$ cat src/rtl/mdu_pkg.sv
// Shared op codes and latched-operation flags for the multiply/divide unit.
// Op codes are plain 3-bit constants so that undefined code 7 stays legal on the op port.
package mdu_pkg;

  localparam logic [2:0] MDU_NOP   = 3'd0;
  localparam logic [2:0] MDU_MULT  = 3'd1;
  localparam logic [2:0] MDU_MULTU = 3'd2;
  localparam logic [2:0] MDU_DIV   = 3'd3;
  localparam logic [2:0] MDU_DIVU  = 3'd4;
  localparam logic [2:0] MDU_MTHI  = 3'd5;
  localparam logic [2:0] MDU_MTLO  = 3'd6;

  typedef struct packed {
    logic is_div;
    logic neg_res;  // negate product or quotient in FIX
    logic neg_rem;  // negate remainder in FIX (dividend was negative)
    logic div0;
  } mdu_flags_t;

  function automatic logic op_is_iter(input logic [2:0] op);
    return (op == MDU_MULT) || (op == MDU_MULTU) || (op == MDU_DIV) || (op == MDU_DIVU);
  endfunction

  function automatic logic op_is_div(input logic [2:0] op);
    return (op == MDU_DIV) || (op == MDU_DIVU);
  endfunction

  function automatic logic op_is_signed(input logic [2:0] op);
    return (op == MDU_MULT) || (op == MDU_DIV);
  endfunction

endpackage

$ cat src/rtl/mdu_div_core.sv
// Restoring divider on unsigned magnitudes: load latches operands, each step
// retires one quotient bit, WIDTH steps produce quotient and remainder.
module mdu_div_core #(
  parameter int WIDTH = 32
) (
  input  logic             clk,
  input  logic             rst,
  input  logic             load,
  input  logic             step,
  input  logic [WIDTH-1:0] dividend,
  input  logic [WIDTH-1:0] divisor,
  output logic [WIDTH-1:0] quotient,
  output logic [WIDTH-1:0] remainder
);

  logic [WIDTH-1:0] quo_q, quo_d;
  logic [WIDTH-1:0] rem_q, rem_d;
  logic [WIDTH-1:0] dvsr_q, dvsr_d;
  logic [WIDTH:0]   part_rem;
  logic [WIDTH:0]   diff;
  logic             fits;

  // quo_q doubles as the dividend shift register: its MSB feeds the partial
  // remainder while quotient bits enter at the LSB.
  always_comb begin
    part_rem = {rem_q, quo_q[WIDTH-1]};
    diff     = part_rem - {1'b0, dvsr_q};
    fits     = ~diff[WIDTH];
    quo_d    = quo_q;
    rem_d    = rem_q;
    dvsr_d   = dvsr_q;
    if (load) begin
      quo_d  = dividend;
      rem_d  = '0;
      dvsr_d = divisor;
    end else if (step) begin
      quo_d = {quo_q[WIDTH-2:0], fits};
      rem_d = fits ? diff[WIDTH-1:0] : part_rem[WIDTH-1:0];
    end
  end

  always_ff @(posedge clk or posedge rst) begin
    if (rst) begin
      quo_q  <= '0;
      rem_q  <= '0;
      dvsr_q <= '0;
    end else begin
      quo_q  <= quo_d;
      rem_q  <= rem_d;
      dvsr_q <= dvsr_d;
    end
  end

  assign quotient  = quo_q;
  assign remainder = rem_q;

endmodule

$ cat src/rtl/mdu.sv
// Iterative multiply/divide unit with architectural HI/LO registers.
// IDLE -> RUN (WIDTH cycles) -> FIX (sign correction) -> IDLE with a done pulse.
module mdu
  import mdu_pkg::*;
#(
  parameter int WIDTH = 32
) (
  input  logic             clk,
  input  logic             rst,
  input  logic             start,
  input  logic [2:0]       op,
  input  logic [WIDTH-1:0] A,
  input  logic [WIDTH-1:0] B,
  input  logic             cancel,
  output logic             busy,
  output logic             done,
  output logic [WIDTH-1:0] hi,
  output logic [WIDTH-1:0] lo
);

  localparam int CW = $clog2(WIDTH);

  typedef enum logic [1:0] {
    S_IDLE,
    S_RUN,
    S_FIX
  } state_e;

  state_e             state_q, state_d;
  logic [CW-1:0]      cnt_q, cnt_d;
  logic               busy_q, busy_d;
  logic               done_q, done_d;
  logic [WIDTH-1:0]   hi_q, hi_d;
  logic [WIDTH-1:0]   lo_q, lo_d;
  logic [2*WIDTH-1:0] acc_q, acc_d;
  logic [WIDTH-1:0]   mcand_q, mcand_d;
  logic [WIDTH-1:0]   a_raw_q, a_raw_d;
  mdu_flags_t         flags_q, flags_d;

  logic               accept;
  logic               sgn;
  logic [WIDTH-1:0]   a_mag;
  logic [WIDTH-1:0]   b_mag;
  logic [WIDTH-1:0]   mcand_sel;
  logic [WIDTH:0]     mul_sum;
  logic               div_load;
  logic               div_step;
  logic [WIDTH-1:0]   quo;
  logic [WIDTH-1:0]   rem;
  logic [2*WIDTH-1:0] prod_fixed;
  logic [WIDTH-1:0]   quo_fixed;
  logic [WIDTH-1:0]   rem_fixed;

  mdu_div_core #(.WIDTH(WIDTH)) u_div (
    .clk      (clk),
    .rst      (rst),
    .load     (div_load),
    .step     (div_step),
    .dividend (a_mag),
    .divisor  (b_mag),
    .quotient (quo),
    .remainder(rem)
  );

  // Operand magnitudes; min_int maps onto itself, which is exactly its magnitude unsigned.
  always_comb begin
    accept    = start && !cancel && (state_q == S_IDLE);
    sgn       = op_is_signed(op);
    a_mag     = (sgn && A[WIDTH-1]) ? -A : A;
    b_mag     = (sgn && B[WIDTH-1]) ? -B : B;
    mcand_sel = acc_q[0] ? mcand_q : '0;
    mul_sum   = {1'b0, acc_q[2*WIDTH-1:WIDTH]} + {1'b0, mcand_sel};
    prod_fixed = flags_q.neg_res ? -acc_q : acc_q;
    quo_fixed  = flags_q.neg_res ? -quo : quo;
    rem_fixed  = flags_q.neg_rem ? -rem : rem;
  end

  always_comb begin
    state_d  = state_q;
    cnt_d    = cnt_q;
    busy_d   = busy_q;
    done_d   = 1'b0;
    hi_d     = hi_q;
    lo_d     = lo_q;
    acc_d    = acc_q;
    mcand_d  = mcand_q;
    a_raw_d  = a_raw_q;
    flags_d  = flags_q;
    div_load = 1'b0;
    div_step = 1'b0;
    case (state_q)
      S_IDLE: begin
        if (accept) begin
          if (op == MDU_MTHI) begin
            hi_d = A;
          end else if (op == MDU_MTLO) begin
            lo_d = A;
          end else if (op_is_iter(op)) begin
            state_d         = S_RUN;
            busy_d          = 1'b1;
            cnt_d           = CW'(WIDTH - 1);
            mcand_d         = a_mag;
            acc_d           = {{WIDTH{1'b0}}, b_mag};
            a_raw_d         = A;
            flags_d.is_div  = op_is_div(op);
            flags_d.neg_res = sgn && (A[WIDTH-1] ^ B[WIDTH-1]);
            flags_d.neg_rem = sgn && A[WIDTH-1];
            flags_d.div0    = (B == '0);
            div_load        = op_is_div(op);
          end
        end
      end
      S_RUN: begin
        if (cancel) begin
          state_d = S_IDLE;
          busy_d  = 1'b0;
        end else begin
          // Shift-add: multiplier bits drain out of the low half as the product fills in.
          if (flags_q.is_div) div_step = 1'b1;
          else                acc_d    = {mul_sum, acc_q[WIDTH-1:1]};
          if (cnt_q == '0) state_d = S_FIX;
          else             cnt_d   = cnt_q - 1'b1;
        end
      end
      S_FIX: begin
        state_d = S_IDLE;
        busy_d  = 1'b0;
        if (!cancel) begin
          done_d = 1'b1;
          if (!flags_q.is_div) begin
            {hi_d, lo_d} = prod_fixed;
          end else if (flags_q.div0) begin
            hi_d = a_raw_q;
            lo_d = '1;
          end else begin
            hi_d = rem_fixed;
            lo_d = quo_fixed;
          end
        end
      end
      default: begin
        state_d = S_IDLE;
        busy_d  = 1'b0;
      end
    endcase
  end

  always_ff @(posedge clk or posedge rst) begin
    if (rst) begin
      state_q <= S_IDLE;
      cnt_q   <= '0;
      busy_q  <= 1'b0;
      done_q  <= 1'b0;
      hi_q    <= '0;
      lo_q    <= '0;
      acc_q   <= '0;
      mcand_q <= '0;
      a_raw_q <= '0;
      flags_q <= '0;
    end else begin
      state_q <= state_d;
      cnt_q   <= cnt_d;
      busy_q  <= busy_d;
      done_q  <= done_d;
      hi_q    <= hi_d;
      lo_q    <= lo_d;
      acc_q   <= acc_d;
      mcand_q <= mcand_d;
      a_raw_q <= a_raw_d;
      flags_q <= flags_d;
    end
  end

  assign busy = busy_q;
  assign done = done_q;
  assign hi   = hi_q;
  assign lo   = lo_q;

endmodule

$ cat config.mk
export PLATFORM = sky130hd
export DESIGN_NAME = mdu
export DESIGN_NICKNAME = d
export VERILOG_FILES = /design/src/rtl/mdu_pkg.sv /design/src/rtl/mdu_div_core.sv /design/src/rtl/mdu.sv
export SDC_FILE = /design/constraint.sdc
export NUM_CORES = 1
export LEC_CHECK = 0
export ABC_AREA = 1
export CORE_MARGIN = 2
export CORE_UTILIZATION = 50
export CTS_CLUSTER_DIAMETER = 60
export DETAILED_ROUTE_END_ITERATION = 6
export HOLD_SLACK_MARGIN = 0.02
export PLACE_DENSITY = 0.75
export SYNTH_ARGS = -nofsm -noshare
export SYNTH_HDL_FRONTEND = slang
export SYNTH_SLANG_ARGS = --single-unit
export TNS_END_PERCENT = 10
$ cat constraint.sdc
create_clock -name clk -period 14.23 [get_ports clk]
set_input_delay 1.423 -clock clk [delete_from_list [all_inputs] [get_ports clk]]
set_output_delay 1.423 -clock clk [all_outputs]
set_load 0.01 [all_outputs]
==> results.md, run 1 <==
* RR Startpoint: cnt_q[0]$_DFFE_PP0P_
* Root Driver: clkbuf_16
* Largest net degree at the start of global routing at about 130
* Final-report hold violation count at 0
* Area grow syn2layout at 12.1%
* Number of synthesized flops with an enable pin at 0
* Min Tclk post-route at 4850 ps
* Hold_buf cts at 0
* Site row count at 79
* RSZ-0062 raised after global routing: false
* Syn_nets at roughly 3800
* CP Max Fanout at 66
* Total negative slack at 0 ps
* 1st-pass router iterations at 6
* Max IR drop VDD at roughly 0.13 mV
* Endpoints failing setup at 0
* Number of H-tree levels at 2
* Seq/Total Area, Yosys at 32.3%
* WHS Path Cells at 2
* Max-Cap Viols at 0
* Layout cells sized above 1 at 3.84%
* Clk pin slew, worst setup/hold paths at approximately 60 ps
* Worst Reg-to-Reg Cells at 11
* Buffer count from post-CTS setup fixing at 0
* Starting density of the core at roughly half
* GPL Wtd Cong at 1.08
* Reg-to-Reg End: u_div.dvsr_q[30]$_DFFE_PP0P_
* Yosys cell types at between 50 and 60
* Synth Register Bits at 300
* Synthesis Warnings at 0
* Hold WS at between 400 and 500 ps
* Fin. max-slew vios at 0
* Hold worst-path end: mcand_q[27]$_DFFE_PP0P_
* Worst path max stage delay at roughly 1000 ps
* Skew-Pair Late Insertion Delay at ~560 ps
* CP Capture Type: register
* Die Y at between 200 and 250 µm
* Clk buf depth at 3
* Lkg Pwr at 0.0131 µW
* Filler cells at ~4600
* Post_cts resized at 0
* CP max-delay cell: inv_2
* IO buf count at roughly 140
* HPWL Detailed at 70100 µm
* Ys async rst share at 100%
* GRT Total Usage at 37.6%
* CP delay by family, top: buffers and inverters
* Initial DRC Count at 3093
* Post-detailed-route DRC marker count at 0
* Cell Area, Synth at ~23000 µm²
* Fmax at 0.206 GHz
* Slew @ Worst Pin at approximately 1300 ps
* Status: finished clean
* Final wirelength at about 91000 µm
* Final period util at between 30% and 40%
* CP Data Required Time at 14610 ps
* Most frequent CP cell: nand2_4
* Number of placed I/O pins at roughly 140
* Worst EP arrival at between 5000 and 6000 ps
* Stages on worst setup path at 10
* Critical path, cell by cell: clkdlybuf4s50_1 -> nor2_1 -> o21ai_1 -> nand2_1 -> nor2_4 -> nand2_4 -> inv_4 -> nand2_4 -> inv_2 -> o21ai_0
* Final #Nets at between 3000 and 4000
* Initial antenna violation count at 1
* Routed Antenna Nets at 0
* Hold wc startpoint: mcand_q[27]$_DFFE_PP0P_
* DP Worst Slack at a little under 9000 ps
* WL/cell at 21.1 µm
* Area of the core at roughly 46000 µm²
* Reg2reg setup slack at roughly 10000 ps
* Leading area contributor after synthesis: dfrtp_1
* Die Width at approximately 220 µm
* DR vias/cell at ~5.9
* Worst Path Buf+Inv at 3
* Worst setup SP type: primary input
* DIE AREA at slightly below 50000 µm²
* Synth top area share at 32.3%
* Top cells by count, synth: nand2_1 (1099), nor2_1 (489), inv_1 (370), dfrtp_1 (300), nand3_1 (267)
* Grt ovf at 0
* Total CTS buffers at 36
* Post-synthesis instance total at 3631
* Num Clock Sinks at 300
* Primary FF master, synth: dfrtp_1
* Vias in the first global route at roughly 23000
* Via count at about 25000
* Pwr/cell area at 203 nW/µm²
* Avg Inst Size Synth at 6.41 µm²
* Relative slew slack at about 12%
* Final worst slack at between 9000 and 10000 ps
* Crit path kind: primary input to register
* First-pass GRT wire length at around 140000 µm
* Leading cell types by total area after synthesis: dfrtp_1 (32%), nand2_1 (18%), nor2_1 (7.9%), inv_1 (6.0%), nand3_1 (5.7%)
* Worst hold-check path type: register to register
* Count leader, synth: nand2_1
* Antenna Cells at 0
* Final core occ at ~56%
* Fin Clk Skew at around 19 ps
* CTS tree: built
sequential cells by signal, summed over array words and instances, names as in the netlist:
register	cells
u_div.remainder	32
state_q	2
a_raw_q	31
u_div.dvsr_q	32
done	1
flags_q	4
lo	32
busy	1
acc_q	64
mcand_q	32
u_div.quotient	32
hi	32
cnt_q	5
per-stage QoR:
| step | std cells | area, µm² | power (µW) |
|---|---|---|---|
| 2_1_floorplan | 3631 | 23300 | 3200 |
| 3_3_place_gp | 4264 | 24900 | 4180 |
| 3_5_place_dp | 4264 | 24900 | 4210 |
| 4_1_cts | 4328 | 26100 | 5180 |
| 5_1_grt | 4328 | 26100 | 5630 |
| 6_report | 4328 | 26100 | 5310 |
kinds of logic after synthesis:
kind of cell    after synthesis  synth area share, %
compound gates              638                 15.7
xor+xnor                     87                 3.27
fa+ha+maj                    73                 3.99
buf+inv                     516                 9.01
flops                       300                 32.3
simple gates               2017                 35.8
worst max path at each step:
stage,startpoint,end,slack [ps]
finish,cancel,u_div.dvsr_q[30]$_DFFE_PP0P_,9380
global route,cancel,u_div.dvsr_q[11]$_DFFE_PP0P_,9040
CTS,cancel,u_div.quotient[22]$_DFFE_PP0P_,9510
detailed placement,cancel,u_div.quotient[22]$_DFFE_PP0P_,8950
global placement,cancel,u_div.dvsr_q[17]$_DFFE_PP0P_,9030
floorplan,rst,a_raw_q[10]$_DFFE_PP0P_,4520
cells in the final DEF, fill, tap and decap left out, types with 5 or more instances in the layout:
cell type and count:
clkbuf_1 8, inv_2 16, clkbuf_16 37, nand3_1 267, nor2_1 489, nand4_1 38, nand3b_1 17, o22ai_1 19
nor4_1 8, clkinv_2 7, o211ai_1 28, nor2_2 12, a21oi_1 195, nor3_1 49, xnor2_1 23, o21a_1 14
xor2_1 64, nand2_1 1099, nand2_2 8, a21boi_0 5, ha_1 71, o21bai_1 14, dfrtp_1 298, clkdlybuf4s50_1 136
nor2_4 6, o21ai_1 31, or2_2 9, inv_1 369, buf_4 17, a31oi_1 17, o221ai_1 47, a21o_1 5
o21ai_0 247
layout make-up:
class                      count  area (µm²)  area share, %
multi-input combinational   2815       13700           52.4
sequential                   300        7510           28.8
timing repair buffer         153        1490           5.70
inverter                     389        1470           5.64
clock buffer                  47         983           3.77
tap                          607         759           2.91
clock inverter                17         213          0.815
power by group:
group	total, µW	internal [µW]	switching, µW
Sequential	1520	1200	318
Combinational	2820	910	1910
Clock	968	565	403
per-layer routing:
layer	part of all wire, %	global-route usage [%]	vias up
met3	13	12.6	246
met2	41	54.0	1463
met5	0.012	0	-
met4	4.8	15.3	2
li1	-	-	11947
met1	41	51.6	11767
worst min-delay path, delay by kind of cell (launching register included):
family | cells | cell delay [ps]
DFF | 1 | 340
and+or+nand+nor | 2 | 110
Note: power is estimated with default switching activity, not from simulation.
==> inputs of run 2 (changes only) <==
==> constraint.sdc (replaced) <==
create_clock -name clk -period 4.48 [get_ports clk]
set_input_delay 0.448 -clock clk [delete_from_list [all_inputs] [get_ports clk]]
set_output_delay 0.448 -clock clk [all_outputs]
set_load 0.01 [all_outputs]
==> results.md, run 2 (same netlist as run 1, synthesis figures left out) <==
* Flop pwr share at roughly 28%
* Most frequent CP cell: nand2_1
* Gate power share at around 52%
* Via count at about 26000
* CP Launch Point: acc_q[0]$_DFFE_PP0P_
* Starting density of the core at about 50%
* Root Driver: clkbuf_16
* Worst EP arrival at approximately 3600 ps
* Final #Nets at ~3900
* Crit path kind: register to register
* Fmax at around 0.32 GHz
* Commonest non-fill, non-tap cell in the layout: nand2_1
* Die Width at 220 µm
* Worst path max stage delay at ~390 ps
* GRT Total Usage at between 30% and 40%
* Final period util at a little over two thirds
* Status: finished clean
* CTS tree: built
* Initial antenna violation count at 4
* Skew-Pair Late Insertion Delay at roughly 590 ps
* Max-Cap Viols at 0
* DR vias/cell at between 5 and 6
* WL/cell at around 22 µm
* Internal Power at ~8900 µW
* Worst Path Buf+Inv at 4
* Final std cells w/o fill at about 4400
* Switching share of power at a little under 50%
* Buffer count from post-CTS setup fixing at 0
* Final wirelength at about 95000 µm
* Number of placed I/O pins at around 140
* CP delay by family, top: simple AND/OR/NAND/NOR gates
* Max IR drop VDD at a little over 0.4 mV
* CP max-delay cell: buf_4
* Clk buf depth at 3
* Initial DRC Count at 3461
* GPL Wtd Cong at 1.09
* CP Capture Type: register
* CP Max Fanout at 34
* Num Clock Sinks at 300
* Pwr/cell area at 659 nW/µm²
* Grt ovf at 0
* Total negative slack at 0 ps
* Die Y at between 200 and 250 µm
* Site row count at 79
* HPWL Detailed at between 70000 and 80000 µm
* Layout cells sized above 1 at 4.54%
* Fin Clk Skew at between 15 and 20 ps
* First-pass GRT wire length at 144000 µm
* Area of the core at between 40000 and 50000 µm²
* Total power at roughly 17000 µW
* Final-report hold violation count at 0
* Largest net degree at the start of global routing at 94
* Clk pin slew, worst setup/hold paths at 60 ps
* Commonest cells after routing, fill and taps aside: nand2_1 (1099), nor2_1 (489), inv_1 (368)
* Hold_buf cts at 0
* Placed cells at 4278
* Worst setup SP type: register
* RSZ-0062 raised after global routing: false
* Routed Antenna Nets at 0
* Critical path, cell by cell: buf_4 -> nand2_1 -> inv_1 -> ha_1 -> inv_1 -> fa_1 -> inv_1 -> nand2_1 -> o21ai_1 -> nand2_1 -> nand2_1 -> nand2_1 -> nand2_1 -> nand3_1 -> nand2_1 -> nand2_1 -> nand2_1 -> nand2_1 -> nand3_1 -> nand2_1
* Fin. max-slew vios at 0
* Number of H-tree levels at 2
* DIE AREA at 48300 µm²
* Relative slew slack at between 20% and 30%
* Post-detailed-route DRC marker count at 0
* IO buf count at between 100 and 150
* Antenna Cells at 0
* Min Tclk post-route at 3120 ps
* Total CTS buffers at 41
* Worst hold-check path type: primary input to asynchronous set/reset pin
* CP Data Required Time at slightly below 5000 ps
* Clock power frac at about 20%
* Area grow syn2layout at 13.9%
* Post_cts resized at 0
* 1st-pass router iterations at 7
* Lkg Pwr at roughly 0.013 µW
* RR Startpoint: acc_q[0]$_DFFE_PP0P_
* Slew @ Worst Pin at between 1000 and 1500 ps
* Max reg flops at between 60 and 70
* Vias in the first global route at 23515
* NetSw at 8610 µW
* Top reg by flops: acc_q
* Endpoints failing setup at 0
[run 2: path summary, 6_finish.rpt]
check	slack, ps	cells after the start	end
max reg2reg	1360	20	acc_q[55]$_DFFE_PP0P_
min in group clk	480	2	mcand_q[22]$_DFFE_PP0P_
min reg2reg	480	2	mcand_q[22]$_DFFE_PP0P_
min	400	2	lo[30]$_DFFE_PP0P_
max in group asynchronous	3030	3	u_div.dvsr_q[30]$_DFFE_PP0P_
max	1360	20	acc_q[55]$_DFFE_PP0P_
[run 2: through the flow]
step	util, %	hold slack [ps]	area (µm²)	worst slack [ps]
floorplan	-	448	23300	44.9
global placement	54.2	462	25100	1380
detailed placement	54.2	466	25100	1320
CTS	57.3	413	26500	1360
global route	57.3	451	26500	966
finish	57.3	397	26500	1360
[run 2: worst register-to-register path, cell delays in order (launching register included)]
cell	delay, ps
dfrtp_1	320
buf_4	390
nand2_1	110
inv_1	70
ha_1	170
inv_1	60
fa_1	380
inv_1	110
nand2_1	70
o21ai_1	270
nand2_1	100
nand2_1	130
nand2_1	80
nand2_1	140
nand3_1	120
nand2_1	150
nand2_1	90
nand2_1	70
nand2_1	50
nand3_1	60
nand2_1	60
[run 2: power by group through the flow]
stage                     Clock [µW]  Sequential (µW)  Combinational [µW]
after global placement             0             4820                8660
final                           3500             4860                9120
after global routing            3610             4940                9950
after detailed placement           0             4820                8730
after floorplan                    0             4600                5580
after CTS                       3500             4790                8780
[run 2: cell type report]
type	instances	area (µm²)
fill	4627	19700
clock buffer	56	1180
sequential	300	7510
tap	607	759
clock inverter	19	230
inverter	389	1470
timing repair buffer	168	1680
multi-input combinational	2815	13700
[run 2: per-layer routing]
layer / routed length, µm / vias up / GRT usage, %
met1: 39800 / 11975 / 56.0
met4: 3870 / 6 / 15.2
met3: 12800 / 202 / 12.6
met5: 45 / - / 0
met2: 38600 / 1541 / 55.6
li1: - / 12011 / -
